## src/rtl/multicycle_ctrl_pkg.sv

```systemverilog
// rtl/multicycle_ctrl_pkg.sv - shared types and encodings for the multicycle RV32I controller
package ctrl_pkg;

    typedef enum logic [2:0] {
        FETCH  = 3'd0,
        DECODE = 3'd1,
        EXEC   = 3'd2,
        MEM    = 3'd3,
        WB     = 3'd4
    } state_t;

    typedef enum logic [3:0] {
        IC_R       = 4'd0,
        IC_IALU    = 4'd1,
        IC_LUI     = 4'd2,
        IC_AUIPC   = 4'd3,
        IC_JAL     = 4'd4,
        IC_JALR    = 4'd5,
        IC_LOAD    = 4'd6,
        IC_STORE   = 4'd7,
        IC_BRANCH  = 4'd8,
        IC_ILLEGAL = 4'd9
    } iclass_t;

    localparam logic [3:0] ALU_ADD   = 4'b0000;
    localparam logic [3:0] ALU_SUB   = 4'b0001;
    localparam logic [3:0] ALU_SLT   = 4'b0010;
    localparam logic [3:0] ALU_SLTU  = 4'b0011;
    localparam logic [3:0] ALU_XOR   = 4'b0100;
    localparam logic [3:0] ALU_OR    = 4'b0101;
    localparam logic [3:0] ALU_AND   = 4'b0110;
    localparam logic [3:0] ALU_SLL   = 4'b0111;
    localparam logic [3:0] ALU_SRL   = 4'b1000;
    localparam logic [3:0] ALU_SRA   = 4'b1001;
    localparam logic [3:0] ALU_PASSB = 4'b1111;

    localparam logic [6:0] OPC_R      = 7'b0110011;
    localparam logic [6:0] OPC_IALU   = 7'b0010011;
    localparam logic [6:0] OPC_LUI    = 7'b0110111;
    localparam logic [6:0] OPC_AUIPC  = 7'b0010111;
    localparam logic [6:0] OPC_JAL    = 7'b1101111;
    localparam logic [6:0] OPC_JALR   = 7'b1100111;
    localparam logic [6:0] OPC_LOAD   = 7'b0000011;
    localparam logic [6:0] OPC_STORE  = 7'b0100011;
    localparam logic [6:0] OPC_BRANCH = 7'b1100011;

    localparam logic [1:0] WB_MEM = 2'b00;
    localparam logic [1:0] WB_ALU = 2'b01;
    localparam logic [1:0] WB_PC4 = 2'b10;

    localparam logic [1:0] DT_WORD = 2'b00;
    localparam logic [1:0] DT_HALF = 2'b01;
    localparam logic [1:0] DT_BYTE = 2'b10;
    localparam logic [1:0] DT_NONE = 2'b11;

    // Access width from funct3[1:0]; the sign bit funct3[2] is handled separately.
    function automatic logic [1:0] mem_data_type(input logic [1:0] size);
        case (size)
            2'b00:   mem_data_type = DT_BYTE;
            2'b01:   mem_data_type = DT_HALF;
            2'b10:   mem_data_type = DT_WORD;
            default: mem_data_type = DT_NONE;
        endcase
    endfunction

    // Branch resolution from the comparator flags; reserved funct3 codes never take.
    function automatic logic branch_taken(input logic [2:0] funct3,
                                          input logic less, input logic equal);
        case (funct3)
            3'b000:  branch_taken = equal;
            3'b001:  branch_taken = !equal;
            3'b100:  branch_taken = less;
            3'b101:  branch_taken = !less;
            3'b110:  branch_taken = less;
            3'b111:  branch_taken = !less;
            default: branch_taken = 1'b0;
        endcase
    endfunction

endpackage

```

## src/rtl/multicycle_ctrl_insn_class_dec.sv

```systemverilog
// rtl/multicycle_ctrl_insn_class_dec.sv - opcode classifier and ALU control decode
import ctrl_pkg::*;

module insn_class_dec (
    input  logic [31:0] i_instr,
    output iclass_t     o_class,
    output logic [3:0]  o_alu_op,
    output logic        o_opa_sel,
    output logic        o_opb_sel,
    output logic        o_illegal
);

    logic [6:0] w_opcode;
    logic [2:0] w_funct3;
    logic       w_alt;
    logic [3:0] w_alu_f3;
    logic       w_unused;

    assign w_opcode = i_instr[6:0];
    assign w_funct3 = i_instr[14:12];
    assign w_alt    = i_instr[30];
    assign w_unused = ^{i_instr[31], i_instr[29:15], i_instr[11:7]};

    // funct3 to ALU op, shared by R and I-ALU; the instr[30] override is applied per class.
    always_comb begin
        w_alu_f3 = ALU_ADD;
        case (w_funct3)
            3'b000: w_alu_f3 = ALU_ADD;
            3'b001: w_alu_f3 = ALU_SLL;
            3'b010: w_alu_f3 = ALU_SLT;
            3'b011: w_alu_f3 = ALU_SLTU;
            3'b100: w_alu_f3 = ALU_XOR;
            3'b101: w_alu_f3 = w_alt ? ALU_SRA : ALU_SRL;
            3'b110: w_alu_f3 = ALU_OR;
            3'b111: w_alu_f3 = ALU_AND;
            default: w_alu_f3 = ALU_ADD;
        endcase
    end

    // Class and operand selection; PC-relative targets use PC on port A, imm on port B.
    always_comb begin
        o_class   = IC_ILLEGAL;
        o_alu_op  = ALU_ADD;
        o_opa_sel = 1'b0;
        o_opb_sel = 1'b0;
        o_illegal = 1'b0;
        case (w_opcode)
            OPC_R: begin
                o_class   = IC_R;
                o_alu_op  = (w_funct3 == 3'b000 && w_alt) ? ALU_SUB : w_alu_f3;
                o_opb_sel = 1'b1;
            end
            OPC_IALU: begin
                o_class  = IC_IALU;
                o_alu_op = w_alu_f3;
            end
            OPC_LUI: begin
                o_class  = IC_LUI;
                o_alu_op = ALU_PASSB;
            end
            OPC_AUIPC: begin
                o_class   = IC_AUIPC;
                o_opa_sel = 1'b1;
            end
            OPC_JAL: begin
                o_class   = IC_JAL;
                o_opa_sel = 1'b1;
            end
            OPC_JALR:   o_class = IC_JALR;
            OPC_LOAD:   o_class = IC_LOAD;
            OPC_STORE:  o_class = IC_STORE;
            OPC_BRANCH: begin
                o_class   = IC_BRANCH;
                o_opa_sel = 1'b1;
            end
            default: o_illegal = 1'b1;
        endcase
    end

endmodule

```

## src/rtl/multicycle_ctrl.sv

```systemverilog
// rtl/multicycle_ctrl.sv - FETCH/DECODE/EXEC/MEM/WB sequencer for the multicycle RV32I datapath
import ctrl_pkg::*;

module multicycle_ctrl #(
    parameter int MEM_TIMEOUT = 16
) (
    input  logic        i_clk,
    input  logic        i_reset,
    input  logic [31:0] i_instr,
    input  logic        i_imem_ack,
    input  logic        i_dmem_ack,
    input  logic        i_br_less,
    input  logic        i_br_equal,
    output logic        o_imem_req,
    output logic        o_ir_wren,
    output logic        o_pc_wren,
    output logic        o_pc_sel,
    output logic        o_rd_wren,
    output logic        o_dmem_req,
    output logic        o_mem_wren,
    output logic [1:0]  o_data_type,
    output logic        o_unsigned,
    output logic [3:0]  o_alu_op,
    output logic        o_opa_sel,
    output logic        o_opb_sel,
    output logic [1:0]  o_wb_sel,
    output logic        o_br_un,
    output logic        o_insn_vld,
    output logic        o_illegal,
    output logic        o_mem_err,
    output logic [2:0]  o_state
);

    localparam int CW = (MEM_TIMEOUT < 2) ? 1 : $clog2(MEM_TIMEOUT);
    localparam logic [CW-1:0] CNT_LAST = CW'(MEM_TIMEOUT - 1);

    state_t       r_state;
    state_t       w_next;
    logic [CW-1:0] r_cnt;

    iclass_t    w_class;
    logic [3:0] w_dec_alu_op;
    logic       w_dec_opa_sel;
    logic       w_dec_opb_sel;
    logic       w_dec_illegal;
    logic [2:0] w_funct3;
    logic       w_is_load;
    logic       w_is_store;
    logic       w_is_jump;
    logic       w_expire;

    assign w_funct3   = i_instr[14:12];
    assign w_is_load  = (w_class == IC_LOAD);
    assign w_is_store = (w_class == IC_STORE);
    assign w_is_jump  = (w_class == IC_JAL) || (w_class == IC_JALR);
    // A zero timeout never expires; otherwise the last permitted MEM cycle is CNT_LAST.
    assign w_expire   = (MEM_TIMEOUT != 0) && (r_cnt == CNT_LAST);

    insn_class_dec u_dec (
        .i_instr   (i_instr),
        .o_class   (w_class),
        .o_alu_op  (w_dec_alu_op),
        .o_opa_sel (w_dec_opa_sel),
        .o_opb_sel (w_dec_opb_sel),
        .o_illegal (w_dec_illegal)
    );

    // State register; reset wins over every state and pending ack.
    always_ff @(posedge i_clk) begin
        if (!i_reset) begin
            r_state <= FETCH;
        end else begin
            r_state <= w_next;
        end
    end

    // MEM wait counter: counts cycles spent in MEM, cleared whenever MEM is left.
    always_ff @(posedge i_clk) begin
        if (!i_reset) begin
            r_cnt <= '0;
        end else if (r_state == MEM && w_next == MEM) begin
            r_cnt <= r_cnt + 1'b1;
        end else begin
            r_cnt <= '0;
        end
    end

    // Next state and per-state controls; strobes are only raised on the exit cycle of a state.
    always_comb begin
        w_next      = r_state;
        o_imem_req  = 1'b0;
        o_ir_wren   = 1'b0;
        o_pc_wren   = 1'b0;
        o_pc_sel    = 1'b0;
        o_rd_wren   = 1'b0;
        o_dmem_req  = 1'b0;
        o_mem_wren  = 1'b0;
        o_data_type = DT_NONE;
        o_unsigned  = 1'b0;
        o_alu_op    = ALU_ADD;
        o_opa_sel   = 1'b0;
        o_opb_sel   = 1'b0;
        o_wb_sel    = 2'b00;
        o_br_un     = 1'b0;
        o_insn_vld  = 1'b0;
        o_illegal   = 1'b0;
        o_mem_err   = 1'b0;
        o_state     = FETCH;
        if (i_reset) begin
            o_state = r_state;
            // ALU/writeback selects stay stable from EXEC through WB.
            if (r_state == EXEC || r_state == MEM || r_state == WB) begin
                o_alu_op  = w_dec_alu_op;
                o_opa_sel = w_dec_opa_sel;
                o_opb_sel = w_dec_opb_sel;
                o_wb_sel  = w_is_load ? WB_MEM : (w_is_jump ? WB_PC4 : WB_ALU);
            end
            case (r_state)
                FETCH: begin
                    o_imem_req = 1'b1;
                    if (i_imem_ack) begin
                        o_ir_wren = 1'b1;
                        w_next    = DECODE;
                    end
                end
                DECODE: begin
                    if (w_dec_illegal) begin
                        o_illegal = 1'b1;
                        o_pc_wren = 1'b1;
                        w_next    = FETCH;
                    end else begin
                        w_next = EXEC;
                    end
                end
                EXEC: begin
                    if (w_class == IC_BRANCH) begin
                        o_br_un    = w_funct3[1];
                        o_pc_wren  = 1'b1;
                        o_pc_sel   = branch_taken(w_funct3, i_br_less, i_br_equal);
                        o_insn_vld = 1'b1;
                        w_next     = FETCH;
                    end else if (w_is_load || w_is_store) begin
                        w_next = MEM;
                    end else begin
                        w_next = WB;
                    end
                end
                MEM: begin
                    o_dmem_req  = 1'b1;
                    o_mem_wren  = w_is_store;
                    o_data_type = mem_data_type(w_funct3[1:0]);
                    o_unsigned  = w_is_load && w_funct3[2];
                    if (i_dmem_ack) begin
                        if (w_is_store) begin
                            o_pc_wren  = 1'b1;
                            o_insn_vld = 1'b1;
                            w_next     = FETCH;
                        end else begin
                            w_next = WB;
                        end
                    end else if (w_expire) begin
                        o_mem_err = 1'b1;
                        o_pc_wren = 1'b1;
                        w_next    = FETCH;
                    end
                end
                WB: begin
                    o_rd_wren  = 1'b1;
                    o_pc_wren  = 1'b1;
                    o_pc_sel   = w_is_jump;
                    o_insn_vld = 1'b1;
                    w_next     = FETCH;
                end
                default: w_next = FETCH;
            endcase
        end
    end

endmodule

```

## config.mk

```make
export PLATFORM = sky130hd
export DESIGN_NAME = multicycle_ctrl
export DESIGN_NICKNAME = d
export VERILOG_FILES = /design/src/rtl/multicycle_ctrl_pkg.sv /design/src/rtl/multicycle_ctrl_insn_class_dec.sv /design/src/rtl/multicycle_ctrl.sv
export SDC_FILE = /design/constraint.sdc
export NUM_CORES = 1
export LEC_CHECK = 0
export CAP_MARGIN = 20
export CORE_MARGIN = 2
export CORE_UTILIZATION = 30
export DETAILED_ROUTE_END_ITERATION = 10
export PLACE_DENSITY = 0.69
export SKIP_LAST_GASP = 1
export SLEW_MARGIN = 40
export SYNTH_ARGS = -nofsm -noshare
export SYNTH_HDL_FRONTEND = slang
export SYNTH_SLANG_ARGS = --single-unit
```

## constraint.sdc

```tcl
create_clock -name i_clk -period 3.05 [get_ports i_clk]
set_clock_uncertainty 0.05 [all_clocks]
set_input_delay 0.61 -clock i_clk [delete_from_list [all_inputs] [get_ports i_clk]]
set_output_delay 0.61 -clock i_clk [all_outputs]
set_load 0.01 [all_outputs]
```

# Word level (Yosys, flattened, before mapping)
# Index checks and enable logic that the tools add are counted.
[totals] wordCells=114 ff_bits=7 input_bits=38
[op_classes] n_mux=65 n_eq_ne=29 reduce_logical=17 add_sub_neg=1
[ops] operator="2-to-1 mux 1 bit" count=38
[ops] operator="case mux 4 bit (9 select lines)" count=1
[ops] operator="case mux 4 bit (8 select lines)" count=1
[ops] operator="2-to-1 mux 3 bit" count=8
[ops] operator="equality test 7 x 6 -> 1 bit, second input constant" count=3
[ops] operator="equality test 7 bit, second input constant" count=3
[ops] operator="equality test 4 x 3 -> 1 bit, second input constant" count=4
[ops] operator="equality test 3 x 2 -> 1 bit, second input constant" count=5
[ops] operator="equality test 3 bit, second input constant" count=5
[ops] operator="equality test 7 x 5 -> 1 bit, second input constant" count=2
[ops] operator="2-to-1 mux 2 bit" count=7
[ops] operator="2-to-1 mux 4 bit" count=3
[ops] operator="case mux 3 bit (4 select lines)" count=1
[ops] operator="case mux 4 bit (3 select lines)" count=1
[ops] operator="OR reduction 9 bit" count=1
[ops] operator="equality test 4 bit, second input constant" count=2
[ops] operator="case mux 1 bit (4 select lines)" count=2
[ops] operator="equality test 7 x 2 -> 1 bit, second input constant" count=1
[ops] operator="equality test 3 x 1 -> 1 bit, second input constant" count=2
[ops] operator="logical NOT 3 bit" count=2
[ops] operator="case mux 2 bit (3 select lines)" count=1
[ops] operator="adder 4 x 1 -> 4 bit, second input constant" count=1
[ops] operator="logical OR 1 bit" count=4
[ops] operator="OR reduction 2 bit" count=2
[ops] operator="other kinds (9)" count=12

# Longest topological paths before layout
# Gate-level depths: netlist of run 1.
[logic_depth] depth_word=11 depth_mapped=6 ltp_nobuf=6

# Modules after synthesis
# From an unflattened synthesis of run 1, not the netlist that was laid out.
[unflattened] cells_unflattened=142 hier_area_um2=998.5
[modules_own_cells] module="multicycle_ctrl" instances=1 seq_area_each_um2=140.1 area_each_um2=696.9 cells_per_inst=93
[modules_own_cells] module="insn_class_dec" instances=1 seq_area_each_um2=0.0 area_each_um2=301.5 cells_per_inst=49

# Worst setup path before layout of run 1
# No wires, ideal clock.
[synth_path] path_kind="in2out" start="input port i_instr[5]" end="output port o_opa_sel" arrival_ns=1.750 stages=5 required_time_ns=2.390 n_path_buf=1 path_slack_ns=0.640 path_cell_list="buf_4 -> nand2b_1 -> nor3b_1 -> nor3_1 -> a2111oi_0"
[synth_between] elab_chain_cells=5 elab_cells_between_ends=7 classes_between="3 x eq/ne; 3 x mux; 1 x reduce/logical"
[synth_rtl] element="start: declaration" line_no="multicycle_ctrl.sv:9" source="input logic [31:0] i_instr,"
[synth_rtl] element="equality test 7 x 5 -> 1 bit / equality test 7 bit (equally long branches)" line_no="multicycle_ctrl_insn_class_dec.sv:47" source="case (w_opcode)"
[synth_rtl] element="OR reduction 3 bit (no source line) (*)"
[synth_rtl] element="2-to-1 mux 1 bit (*)" line_no="multicycle_ctrl_insn_class_dec.sv:47"
[synth_rtl] element="2-to-1 mux 1 bit (*)" line_no="multicycle_ctrl.sv:112" source="if (r_state == EXEC || r_state == MEM || r_state == WB) begin"
[synth_rtl] element="2-to-1 mux 1 bit (*)" line_no="multicycle_ctrl.sv:109" source="if (i_reset) begin"
[synth_rtl] element="end: declaration" line_no="multicycle_ctrl.sv:24" source="output logic o_opa_sel,"
# Every way passes the cells marked *; elsewhere a longest branch is shown, timed or not.

# Final worst setup path of run 1
[layout_path] start="input port i_instr[4]" end="output port o_opa_sel"
# The elaborated chain is that of the path after synthesis.

==> impl_metrics.ini, run 1 <==
[outcome]
outcome = complete, no violations

[global_route]
track_usage = 0.170
met3_usage = 0.0179
grt_max_degree = 11
use_met2 = 0.349
top_usage_layer = met2
overflow = 0
antenna_found_initial = 0
grt_pass1_wl_mm = 4.60
met1_usage = 0.181
first_global_vias = 1103

[drt]
vias_per_cell = 5.30
dr.pass1.iters = 4
wl_per_cell_um = 12.9
route.detailed.drc = 0
ant_nets = 0
drt-initial-drc-count = 40
wirelength_mm = 2.88
vias = 1182

[clock_tree]
cts_buffers = 3
clk_path_buf_depth = 2
cts.sinks = 7
htreeDepth = 1
ctsRootBufferMaster = clkbuf_4
clock_latency_ps = 240
cts-hold-fix-buffers = 0
clk_pin_slew_worst_paths_ps = 50
cts_tree = built

[timing]
rsz0062_at_grt = no
finalSetupViolations = 0
max_freq_mhz = 334
fin_crit_ps = 2990
period_share = 0.981
slew_headroom = 0.753
hold_viol = 0
tightest_slew_ps = 370
maxSlewViolCount = 0

[logic_synthesis]
synthFlopType = dfxtp_1
ys_warn_count = 0
ys_seq_area_frac = 0.161
synth_top_area_frac = 0.161
netlist_top_cells_area = dfxtp_1 (16%), ha_1 (7.2%), nor2_1 (6.9%)
synthCells = 124
synthTopCellsByCount = nor2_1 (16), nand2_1 (13), nor3_1 (8)
netlist_area_um2 = 871
synth_cell_type_count = 45
synth-edff-count = 0
mappedNetlistNets = 167
yosysMostFrequentCell = nor2_1
yosysTopAreaCell = dfxtp_1
synth_area_per_cell_um2 = 7.02
ys_seq_elements = 7
synthArstFlopShare = 0

[cells_and_area]
nNetsFinal = 236
syn2layout_area_growth_pct = 74.6
drive_gt1_frac = 0.240
utilization = 0.551
fillers = 275
register_area_um2 = 140
antenna_cells = 0
multi_input_comb_area_um2 = 693

[setup_path]
crit_start = i_instr[4]
crit_end = o_opa_sel
r2r_slack_ps = 1590
required_ps = 2390
critPathLaunchType = primary input
r2r_cells = 5
r2r_start = r_state[2]
critPathMaxFanout = 4
timing.rr.end = r_state[1]
crit_type = primary input to output pin
cp_data_arrival_time_ps = 2330
crit_path_end_kind = output pin

[pwr]
power_mw = 0.276
seq_power_share = 0.343
p_per_area_nw_per_um2 = 181
power.internal_mw = 0.197
power_frac_comb = 0.369
p_clk_frac = 0.289
sw_frac_of_total = 0.285
ir_drop_v = 0.000221
switchingPower_mw = 0.0787
power_leakage_nw = 0.715

[die]
placementRows = 19
die-area_um2 = 3350
initial_core_util = 0.316
coreArea_um2 = 2760
die_w_um = 57.9
fp.dieH_um = 57.9
io_pins = 63

[place]
hpwl_mm = 2.33
buffer_ports.inserted = 41
gp_congestion = 0.944

[min_path]
hp-class = flip-flop to flip-flop

[job]
drv_cap = 0
[layout make-up]
class | instances | area share
clock buffer | 4 | 0.0173
inverter | 5 | 0.0123
multi-input combinational | 107 | 0.456
sequential | 7 | 0.0922
tap | 31 | 0.0255
timing repair buffer | 69 | 0.397
[layer usage]
metal  part of all wire  routed length, µm
met4              0.010                 29
met2               0.54               1550
met1               0.39               1120
met3              0.063                183
met5                  0                  0
[critical path, cell delays in order]
cell	delay, ps
clkdlybuf4s50_1	470
buf_4	140
nand2b_1	130
nor3b_1	200
nor3_1	60
a2111oi_1	400
dlygate4sd2_1	320
[power groups by stage]
stage / clock network [mW] / logic (mW) / registers [mW]
4_1_cts: 0.0838 / 0.100 / 0.0943
6_report: 0.0796 / 0.102 / 0.0944
3_5_place_dp: 0 / 0.0990 / 0.0962
3_3_place_gp: 0 / 0.0964 / 0.0961
2_1_floorplan: 0 / 0.0426 / 0.0955
5_1_grt: 0.0900 / 0.109 / 0.0945
[cells in the final DEF, fill, tap and decap left out, types with 3 or more instances in the layout]
cell,Yosys,final
buf_4,1,28
clkdlybuf4s50_1,0,21
nor2_1,16,16
nand2_1,13,13
dlygate4sd2_1,0,12
nor3_1,8,8
nand3_1,7,7
and2_1,7,7
dfxtp_1,7,7
nand2b_1,6,6
dlymetal6s2s_1,0,5
a21oi_1,4,4
inv_1,4,3
nor2b_1,3,3
o21ai_0,3,3
nor3b_1,3,3
ha_2,0,3
clkbuf_4,0,3
[stage by stage]
stage / cell area, µm² / hold WS, ps / setup TNS [ps] / setup slack, ps / std cells
2_1_floorplan: 871 / 368 / 0 / 640 / 124
3_3_place_gp: 1480 / 382 / -2200 / -329 / 218
3_5_place_dp: 1480 / 433 / -2590 / -359 / 218
4_1_cts: 1510 / 441 / -271 / -194 / 223
5_1_grt: 1520 / 445 / 0 / 0.00955 / 223
6_report: 1520 / 433 / 0 / 57.4 / 223
[cells by family after synthesis]
group | count (synthesis) | synth area share
AO/OA/AOI/OAI | 22 | 0.175
XOR/XNOR | 2 | 0.0201
adder cells (fa/ha/maj) | 5 | 0.0718
buffers and inverters | 10 | 0.0675
flip-flops | 7 | 0.161
multiplexers | 1 | 0.0115
AND/OR/NAND/NOR | 77 | 0.493
[state kept, by name, summed over array words and instances (netlist names)]
signal and count:
r_cnt 4, r_state 3
[worst min path at each step]
stage,endpoint,slack [ps],startpoint,depth (start not counted)
floorplan,r_cnt[0],370,r_cnt[0],1
global placement,r_cnt[0],380,r_cnt[0],1
detailed placement,r_cnt[0],430,r_cnt[0],1
CTS,r_cnt[0],440,r_cnt[0],1
global route,r_cnt[0],440,r_cnt[0],1
finish,r_cnt[0],430,r_cnt[0],1
[repair_timing]
item | in CTS | in global routing
endpoints found under the setup margin | 13 | 8
cloned | 0 | 0
gates resized for setup | 19 | 16
pin swaps | 2 | 5
buffers inserted | 1 | 0
Power figures use the tool's default switching activity.
==> run 2: changes to the inputs <==
--- a/config.mk
+++ b/config.mk
@@ -11,7 +11,7 @@
 export DETAILED_ROUTE_END_ITERATION = 10
 export PLACE_DENSITY = 0.69
 export SKIP_LAST_GASP = 1
-export SLEW_MARGIN = 40
+export SLEW_MARGIN = 20
 export SYNTH_ARGS = -nofsm -noshare
 export SYNTH_HDL_FRONTEND = slang
 export SYNTH_SLANG_ARGS = --single-unit
==> results of run 2 <==
Same layout as run 1: the final DEF is identical, and so are final timing and power.
==> run 3: changes to the inputs <==
--- a/config.mk
+++ b/config.mk
@@ -6,10 +6,12 @@
 export NUM_CORES = 1
 export LEC_CHECK = 0
 export CAP_MARGIN = 20
+export CELL_PAD_IN_SITES_DETAIL_PLACEMENT = 1
+export CELL_PAD_IN_SITES_GLOBAL_PLACEMENT = 2
 export CORE_MARGIN = 2
-export CORE_UTILIZATION = 30
+export CORE_UTILIZATION = 18
 export DETAILED_ROUTE_END_ITERATION = 10
-export PLACE_DENSITY = 0.69
+export PLACE_DENSITY = 0.84
 export SKIP_LAST_GASP = 1
 export SLEW_MARGIN = 20
 export SYNTH_ARGS = -nofsm -noshare
==> impl_metrics.ini, run 3 (synthesized netlist as in run 1, its figures left out) <==
[outcome]
outcome = complete, no violations

[cells_and_area]
most-common-layout-cells = buf_4 (31), clkdlybuf4s50_1 (23), nor2_1 (15)
utilization = 0.346
fillers = 579
nNetsFinal = 239
drive_gt1_frac = 0.308
largestRegisters = r_cnt x4, r_state x3
antenna_cells = 0
largest_reg_flops = 4
syn2layout_area_growth_pct = 86.2
largest-register = r_cnt
final_common_cell = buf_4

[place]
hpwl_mm = 2.65
buffer_ports.inserted = 41
gp_congestion = 0.769

[drt]
route.detailed.drc = 0
drt-initial-drc-count = 14
ant_nets = 0
dr.pass1.iters = 2
wl_per_cell_um = 13.1
vias = 1161
vias_per_cell = 4.66
wirelength_mm = 3.26

[timing]
tightest_slew_ps = 302
maxSlewViolCount = 0
fin_crit_ps = 2960
slew_headroom = 0.799
holdWs_ps = 398
max_freq_mhz = 337
period_share = 0.972
finalSetupViolations = 0
hold_viol = 0
rsz0062_at_grt = yes
fin_tns_setup_ps = 0

[die]
fp.dieH_um = 73.6
die_w_um = 73.6
initial_core_util = 0.186
placementRows = 25
die-area_um2 = 5410
io_pins = 63
coreArea_um2 = 4690

[global_route]
grt_max_degree = 11
first_global_vias = 1171
track_usage = 0.117
grt_pass1_wl_mm = 5.12
antenna_found_initial = 0
overflow = 0

[setup_path]
critPathMaxFanout = 4
cp_data_arrival_time_ps = 2300
required_ps = 2390
critPathLaunchType = primary input
crit_type = primary input to output pin
crit_path_end_kind = output pin

[pwr]
power_leakage_nw = 0.690
p_per_area_nw_per_um2 = 206
ir_drop_v = 0.000152
power_mw = 0.334

[clock_tree]
ctsRootBufferMaster = clkbuf_8
clk_path_buf_depth = 2
cts.sinks = 7
cts_buffers = 3
cts_tree = built
clock_latency_ps = 220
clk_pin_slew_worst_paths_ps = 40
htreeDepth = 1

[job]
drv_cap = 0

[min_path]
hp-class = flip-flop to flip-flop
==> run 3: cell type report <==
cell class                      instances  area [µm²]  share of cell area
Timing Repair Buffer                   72         613               0.378
Multi-Input combinational cell        107         737               0.454
Inverter                                5        18.8              0.0116
Tap cell                               54        67.6              0.0417
Sequential cell                         7         140              0.0864
Clock buffer                            4        45.0              0.0278
==> run 3: critical path: stages <==
cell and delay [ps]:
clkdlybuf4s50_1 470, buf_4 140, nand2b_2 100, or4_4 550
a21oi_1 140, dlygate4sd2_1 280
==> run 3: metrics by stage <==
stage / area, µm² / worst slack, ps / cells
after floorplan: 871 / 640 / 124
after global placement: 1530 / -417 / 243
after detailed placement: 1530 / -359 / 243
after CTS: 1600 / -208 / 248
after global routing: 1620 / -6.70 / 249
final: 1620 / 86.9 / 249
==> run 3: timing repair <==
item,CTS,global route
buffers inserted,1,1
hold buffers,0,0
setup endpoints to repair,15,10
pin swaps,3,3
gates resized for setup,26,19
==> run 3: final timing paths <==
kind | from | end | slack (ps) | depth (start not counted)
setup / recovery | i_instr[4] | o_alu_op[0] | 90 | 6
hold / removal | r_cnt[0] | r_cnt[0] | 400 | 1
setup reg to reg | r_state[2] | r_state[1] | 1540 | 5
hold reg to reg | r_cnt[0] | r_cnt[0] | 400 | 1
==> run 3: power breakdown <==
| part | internal, mW | switching, mW |
|---|---|---|
| Sequential | 0.0929 | 0.00209 |
| Clock | 0.0905 | 0.0409 |
| Combinational | 0.0579 | 0.0493 |
==> run 3: routing by layer <==
| layer | routed length [µm] | vias to the layer above | track usage |
|---|---|---|---|
| li1 | - | 592 | - |
| met1 | 1530 | 547 | 0.149 |
| met2 | 1620 | 22 | 0.212 |
| met3 | 114 | 0 | 0.0123 |
| met4 | 0 | 0 | 0.0242 |
| met5 | 0 | - | 0 |
==> RTL edit, RTL diff (settings of run 1) <==
Change the parameter `MEM_TIMEOUT` from 16 to 32.
--- a/src/rtl/multicycle_ctrl.sv
+++ b/src/rtl/multicycle_ctrl.sv
@@ -2,7 +2,7 @@
 import ctrl_pkg::*;
 
 module multicycle_ctrl #(
-    parameter int MEM_TIMEOUT = 16
+    parameter int MEM_TIMEOUT = 32
 ) (
     input  logic        i_clk,
     input  logic        i_reset,
Formal check against the unedited RTL: same outputs for any inputs over 10 cycles, from zero or initial values and one cycle with i_reset low; that may be too few to reach the edited logic, so the function may still have changed.
==> RTL edit against run 1 <==
Worst setup slack worse by 0.015 ns. Sequential cell count up 1. Wire length up 2.4%. Synthesized area up 6.5%. Sequential share of layout area up 0.81 points. Clock power up 8.5%. Register-to-register slack worse by 0.18 ns. Cell area up 5.1%. Total power up 7.8%. Critical endpoint is now o_pc_sel.
==> RTL edit: results (changes against run 1) <==
top_area_cells_in_the_synthesized_netlist: "dfxtp_1 17%, ha_1 8.1%, nor2_1 5.7%"
route.detailed.wl_per_inst_um: 13.4  # +3.8%
cts_setup_buffers: 0  # -1
max-clock-path-buffers: 2  # unchanged
via_count_of_the_first_global_routing_pass: 1130  # +2.4%
path_max_fanout: 2  # -2
clkTransAtPathRegs_ns: 0.06
layout_top_registers: "r_cnt: 5 flops, r_state: 3 flops"
crit_path_top_delay_cell: "or4b_4"
worstRegToRegCells: 6  # +1
worst_path_dominant_cell_family: "simple AND/OR/NAND/NOR gates"
ir_worst_vdd_mv: 0.137  # -38%
routed_wl_mm: 2.95  # +2.4%
first_iter_violations: 24  # -40%
post_synth_inst_count: 123  # -0.81%
final_nets: 233  # -1.3%
drive_above_1_share_pct: 26.7  # +2.8 points
clock_latency_ns: 0.26  # +0.02 ns
synth.top_cells.by_count: "14 x nor2_1, 9 x inv_1, 8 x dfxtp_1"
global_route.usage.total_pct: 17.3  # +0.35 points
synth_cell_type_count: 45  # unchanged
proportion_of_synthesized_chip_area_in_sequential_cells_pct: 17.3  # +1.2 points
dp.cells: 217  # -0.46%
number_of_vias_in_the_routed_layout: 1160  # -1.9%
critical_path_arrival_ns: 2.35  # +0.02 ns
leakagePower_nw: 0.755  # +5.5%
place_area_sq_um: 1530  # +3.0%
status: "complete, no violations"
==> RTL edit: cell types whose count changed in the layout (fill, tap and decap cells not counted), moves of 3 or more <==
cell / delta
ha_1: +3
nand2_1: -8
inv_1: +6
clkdlybuf4s15_1: +3
dlygate4sd2_1: -6
and3_1: +3
nand3_1: -3
clkdlybuf4s50_1: +3
nand2b_1: -4
nor3_1: -3
==> RTL edit: worst reg2reg max path: stages (launching register included) <==
cell	delay [ns]
dfxtp_1	0.35
ha_1	0.19
and3_1	0.18
ha_1	0.19
inv_1	0.09
a31o_2	0.24
o221a_2	0.24
==> RTL edit: path summary, 6_finish.rpt <==
| kind | endpoint | slack [ns] | from |
|---|---|---|---|
| setup / recovery | o_pc_sel | 0.04 | i_instr[2] |
| hold / removal | r_cnt[0]$_SDFF_PN0_ | 0.41 | r_cnt[0]$_SDFF_PN0_ |
| setup reg to reg | r_state[1]$_SDFF_PN0_ | 1.41 | r_cnt[0]$_SDFF_PN0_ |
| hold reg to reg | r_cnt[0]$_SDFF_PN0_ | 0.41 | r_cnt[0]$_SDFF_PN0_ |
==> RTL edit: logic make-up after synthesis <==
group                    count (synthesis)  share of synthesized area, %
AO/OA/AOI/OAI                           26                          19.7
multiplexers                             1                          1.21
AND/OR/NAND/NOR                         65                          43.2
buffers and inverters                   15                          8.64
XOR/XNOR                                 2                          1.89
adder cells (fa/ha/maj)                  6                          8.10
flip-flops                               8                          17.3
==> RTL edit: final cells by class <==
cell class                      count  area [sq um]
Multi-Input combinational cell    100           744
Timing Repair Buffer               67           596
Sequential cell                     8           160
Fill cell                         299          1410
Inverter                            9          33.8
Tap cell                           33          41.3
Clock buffer                        3          22.5
==> RTL edit: power breakdown <==
| group | switching, mW | total [mW] | internal, mW |
|---|---|---|---|
| sequential | 0.000630 | 0.106 | 0.105 |
| clock | 0.0410 | 0.0864 | 0.0454 |
| combinational | 0.0466 | 0.105 | 0.0581 |
==> RTL edit: timing repair <==
item	in CTS	in global routing
pin swaps	0	2
setup endpoints to repair	12	15
resized for setup	17	22
==> RTL edit: metrics by stage <==
step	worst slack, ns	TNS, ns
after detailed placement	-0.480	-2.56
after global routing	-0.0439	-0.134
after global placement	-0.472	-2.43
after CTS	-0.174	-0.174
final	0.0423	0
after floorplan	0.523	0
==> RTL edit: metal layers <==
layer  track usage, %  up-vias  share of wire, %
met3             1.31        7               5.5
met2             29.8       39                48
met5                0        -                 0
met4             7.30        0               1.9
li1                 -      586                 -
met1             22.1      528                45
